### src/rtl/sprite_rom_arbiter.sv
// Round-robin arbiter sharing one registered-read sprite ROM among draw engines.
// Define SPRITE_ARB_PRIO0_EN to give requester 0 absolute priority.
module sprite_rom_arbiter #(
  parameter int N_REQ   = 4,
  parameter int ADDR_W  = 8,
  parameter int DATA_W  = 4,
  parameter int ROM_LAT = 1,
  localparam int ID_W   = $clog2(N_REQ)
) (
  input  logic                    vga_clk,
  input  logic                    reset_n,
  input  logic [N_REQ-1:0]        req,
  input  logic [N_REQ*ADDR_W-1:0] addr,
  output logic [N_REQ-1:0]        gnt,
  output logic [ADDR_W-1:0]       rom_address,
  input  logic [DATA_W-1:0]       rom_q,
  output logic                    rd_valid,
  output logic [ID_W-1:0]         rd_id,
  output logic [DATA_W-1:0]       rd_data
);

`ifdef SPRITE_ARB_PRIO0_EN
  localparam logic [ID_W-1:0] PTR_RST = ID_W'(1);
`else
  localparam logic [ID_W-1:0] PTR_RST = '0;
`endif
  localparam logic [ID_W-1:0] LAST = ID_W'(N_REQ - 1);

  logic [ID_W-1:0] ptr;
  logic [ID_W-1:0] win;
  logic            any;
  logic [ID_W-1:0] ptr_nxt;

  always_comb begin
    int idx;
    idx = 0;
    win = '0;
    any = 1'b0;
`ifdef SPRITE_ARB_PRIO0_EN
    if (req[0]) begin
      any = 1'b1;
    end else begin
      for (int k = 0; k < N_REQ - 1; k++) begin
        idx = int'(ptr) + k;
        if (idx >= N_REQ) idx = idx - (N_REQ - 1);
        if (!any && req[ID_W'(idx)]) begin
          any = 1'b1;
          win = ID_W'(idx);
        end
      end
    end
`else
    for (int k = 0; k < N_REQ; k++) begin
      idx = int'(ptr) + k;
      if (idx >= N_REQ) idx = idx - N_REQ;
      if (!any && req[ID_W'(idx)]) begin
        any = 1'b1;
        win = ID_W'(idx);
      end
    end
`endif
    gnt = '0;
    if (any) gnt[win] = 1'b1;
  end

  always_comb begin
    ptr_nxt = ptr;
`ifdef SPRITE_ARB_PRIO0_EN
    if (any && win != '0)
      ptr_nxt = (win == LAST) ? ID_W'(1) : win + 1'b1;
`else
    if (any)
      ptr_nxt = (win == LAST) ? '0 : win + 1'b1;
`endif
  end

  // Stage 0 rides with rom_address; ROM_LAT more stages match rom_q.
  logic [ROM_LAT:0]           vld_q;
  logic [ROM_LAT:0][ID_W-1:0] id_q;

  always_ff @(posedge vga_clk or negedge reset_n) begin
    if (!reset_n) begin
      ptr         <= PTR_RST;
      rom_address <= '0;
      vld_q       <= '0;
      id_q        <= '0;
    end else begin
      ptr   <= ptr_nxt;
      vld_q <= {vld_q[ROM_LAT-1:0], any};
      id_q  <= {id_q[ROM_LAT-1:0], win};
      if (any)
        rom_address <= addr[int'(win)*ADDR_W +: ADDR_W];
    end
  end

  assign rd_valid = vld_q[ROM_LAT];
  assign rd_id    = id_q[ROM_LAT];
  assign rd_data  = rom_q;

endmodule

### config.mk
export PLATFORM = sky130hd
export DESIGN_NAME = sprite_rom_arbiter
export DESIGN_NICKNAME = d
export VERILOG_FILES = /design/src/rtl/sprite_rom_arbiter.sv
export SDC_FILE = /design/constraint.sdc
export NUM_CORES = 1
export LEC_CHECK = 0
export BUFFER_PORTS_ARGS = -buffer_cell sky130_fd_sc_hd__buf_2
export CAP_MARGIN = 30
export CORE_MARGIN = 2
export CORE_UTILIZATION = 40
export CTS_BUF_LIST = sky130_fd_sc_hd__clkbuf_8
export CTS_CLUSTER_DIAMETER = 80
export DETAILED_ROUTE_END_ITERATION = 8
export PLACE_DENSITY_LB_ADDON = 0.25
export SYNTH_ARGS = -nofsm -noshare
export SYNTH_HDL_FRONTEND = slang
export SYNTH_SLANG_ARGS = --single-unit
### constraint.sdc
create_clock -name vga_clk -period 4 [get_ports vga_clk]
set_input_delay 0.8 -clock vga_clk [delete_from_list [all_inputs] [get_ports vga_clk]]
set_output_delay 0.8 -clock vga_clk [all_outputs]
set_load 0.01 [all_outputs]
==> summary.md <==
| Metric | Value |
|---|---|
| Area taken by multi-input logic gates | `492 µm²` |
| Avg Inst Size Synth | `10.0 µm²` |
| Filler cells | `228` |
| Reg2reg start | `ptr[0]` |
| Tightest Pin Transition | `0.616 ns` |
| Final std cell area, no fill | `0.00126 mm²` |
| Ant. Diodes | `0` |
| Fin crit share | `0.841` |
| DIE WIDTH | `53.5 µm` |
| VDD IR-drop max | `370 µV` |
| Tmin final | `3.36 ns` |
| RSZ-0062 raised after global routing | `no` |
| Antenna violations before repair | `0` |
| CTS tree | `built` |
| Psw | `317 µW` |
| H-tree depth | `1` |
| Clock Latency Late Sink | `0.25 ns` |
| WS Path Type | `primary input to output pin` |
| RePlAce Congestion | `0.899` |
| Sink Count | `16` |
| Static Leak | `0.625 nW` |
| Placed cell areas | `0.00120 mm²` |
| Clock buffer depth | `2` |
| Tot Pwr | `808 µW` |
| Ys Warns | `0` |
| Fmax | `0.297 GHz` |
| Root Driver | `clkbuf_8` |
| Io pins | `61` |
| Synth Area in Compound Gates | `0.194` |
| Mux contribution to synthesized area | `0.0932` |
| CTS Buf Count | `3` |
| Mapped Area | `980 µm²` |
| Sw Ratio | `0.392` |
| Cell Rows | `17` |
| Reg power frac | `0.342` |
| DRT iter0 DRCs | `3` |
| Max_slew headroom | `0.589` |
| Register area share after synthesis | `0.409` |
| Clock slew seen by the registers of the worst setup and hold paths | `0.06 ns` |
| Crit path to | `gnt[3]` |
| Crit path required time | `3.20 ns` |
| XOR/XNOR share of the synthesized area | `0` |
| Core area | `0.00225 mm²` |
| PwrDens | `642 mW/mm²` |
| Wire per inst | `14.2 µm` |
| CTS Hold Bufs | `0` |
| DR vias | `872` |
| Postcts setup bufs | `0` |
| Final worst slack | `0.635 ns` |
| Die area | `0.00286 mm²` |
| Part of the power in combinational logic | `0.481` |
| Final Skew | `0.00652 ns` |
| Worst Reg-to-Reg Cells | `6` |
| CP Capture Type | `output pin` |
| Largest family of logic cells by synthesized area | `simple AND/OR/NAND/NOR gates` |
| Hold Path Class | `flop to flop` |
| MaxCap Viol Count | `0` |
| Starting Density | `0.435` |
| Synthesized-area fraction occupied by adder cells | `0.0128` |
| Util after Layout | `0.558` |
| Share of cells above drive strength 1 | `0.427` |
| Vias in the first global route | `982` |
| GR Util All Layers | `0.206` |
| Post-synthesis simple-gate area fraction | `0.202` |
| Buffers on Ports | `52` |
| Largest net degree at the start of global routing | `17` |
| Final Hold Vio Count | `0` |
| Register area | `400 µm²` |
| Worst Setup Start Kind | `primary input` |
| Setup TNS Final | `0 ns` |
| Slew Viols, Final | `0` |
| Reg-to-reg endpoint | `ptr[1]` |
| Place WS | `0.618 ns` |
| Remaining antenna violation count after routing | `0` |
| First-pass GRT wire length | `4180 µm` |
| Crit. Startpoint | `req[3]` |
| # DRC | `0` |
| Gr ovfl total | `0` |
| Final setup viols | `0` |
| Yosys reg bits | `16` |
| Routed wire length | `2430 µm` |
| Area grow syn2layout | `28.5%` |
| DIE HEIGHT | `53.5 µm` |
| Hold Startpoint | `id_q[0]` |
| Vias/cell | `5.10` |
| Clock share of power | `0.177` |
| Syn nets | `141` |
| Layout Nets | `187` |
| Cell-internal power | `491 µW` |
| 1st-pass router iterations | `4` |
| CP max FO | `13` |
| Mapped Cells | `98` |
| CP arrival | `2.56 ns` |
| CTS resizes | `0` |
| Status | `completed` |
| Reg2Reg Setup Slack | `1.84 ns` |
| DP HPWL | `1900 µm` |
| Post-synth cell types | `24` |
## cells in the mapped netlist
library cell   n  area, µm²
buf_6          1       11.3
nand2_1        4       15.0
nor2_1        15       56.3
a21oi_1        1       5.00
a2111oi_4      1       27.5
nor3b_1        8       60.1
dfrtp_1       16        400
o21ai_1        1       5.00
and2_1         1       6.26
mux2i_1        8       80.1
a211oi_1      16        120
o21ai_0        1       5.00
and3_1         1       6.26
clkbuf_1       4       15.0
inv_1          3       11.3
nor2b_1        3       18.8
clkinv_2       1       5.00
nor2_4         1       11.3
o22a_1         2       17.5
buf_4          6       45.0
a21bo_1        1       10.0
mux2_2         1       11.3
nor4b_4        1       23.8
ha_1           1       12.5
## kinds of logic (layout without fill, tap and decap cells)
| logic type | Yosys count | in the layout |
|---|---|---|
| buffers and inverters | 15 | 60 |
| flip-flops | 16 | 16 |
| multiplexers | 9 | 9 |
| AND/OR/NAND/NOR | 34 | 34 |
| AO/OA/AOI/OAI | 23 | 23 |
| adder cells (fa/ha/maj) | 1 | 1 |
## through the flow
stage / hold WS (ns) / instances
global route: 0.366 / 171
finish: 0.353 / 171
floorplan: 0.331 / 98
detailed placement: 0.335 / 167
global placement: 0.332 / 167
CTS: 0.354 / 171
## routing by layer
layer	routed length, µm	part of all wire	vias up	track usage
met5	0	0	-	0
met2	1300	0.53	34	0.370
met3	136	0.056	2	0.0650
met4	13	0.0054	0	0.0556
li1	-	-	435	-
met1	978	0.40	401	0.229
## registers in the layout, indices dropped and copies added (netlist names)
signal / count
vld_q: 2
rd_id: 2
id_q: 2
rom_address: 8
ptr: 2
## worst max-delay path: stages
cell and delay (ns):
buf_2 0.13, nor2_1 0.35, nor4b_4 0.15, nor2_4 0.39, clkinv_2 0.24, ha_1 0.25
and2_1 0.13, buf_2 0.13
## worst min-delay path by stage
stage | to | slack [ns] | cells after the start
after detailed placement | rd_id[1] | 0.33 | 0
after floorplan | rd_id[0] | 0.33 | 0
after global routing | rd_id[0] | 0.37 | 0
after global placement | rd_id[1] | 0.33 | 0
after CTS | rd_id[1] | 0.35 | 0
final | rd_id[0] | 0.35 | 0
## cell usage in the layout (no fill, tap or decap), drive strengths merged
cell type  instances
nor3b              8
mux2               1
o22a               2
clkinv             1
a21bo              1
dfrtp             16
o21ai              2
ha                 1
nor4b              1
nor2              16
a2111oi            1
nand2              4
nor2b              3
a211oi            16
and3               1
inv                3
a21oi              1
buf               52
mux2i              8
clkbuf             4
and2               1
## power by group through the flow
stage / Combinational [mW] / Clock (mW) / Sequential (mW)
global route: 0.435 / 0.158 / 0.287
finish: 0.389 / 0.143 / 0.276
CTS: 0.393 / 0.148 / 0.275
detailed placement: 0.393 / 0 / 0.277
global placement: 0.385 / 0 / 0.276
floorplan: 0.281 / 0 / 0.283
## cell type report
class	count	share of cell area
flip-flops and latches	16	0.318
repair buffers	52	0.207
well taps	28	0.0278
clock buffers	4	0.0437
multi-input cells	67	0.391
inverters	4	0.0129
No activity file was read; power rests on OpenSTA's default activity.
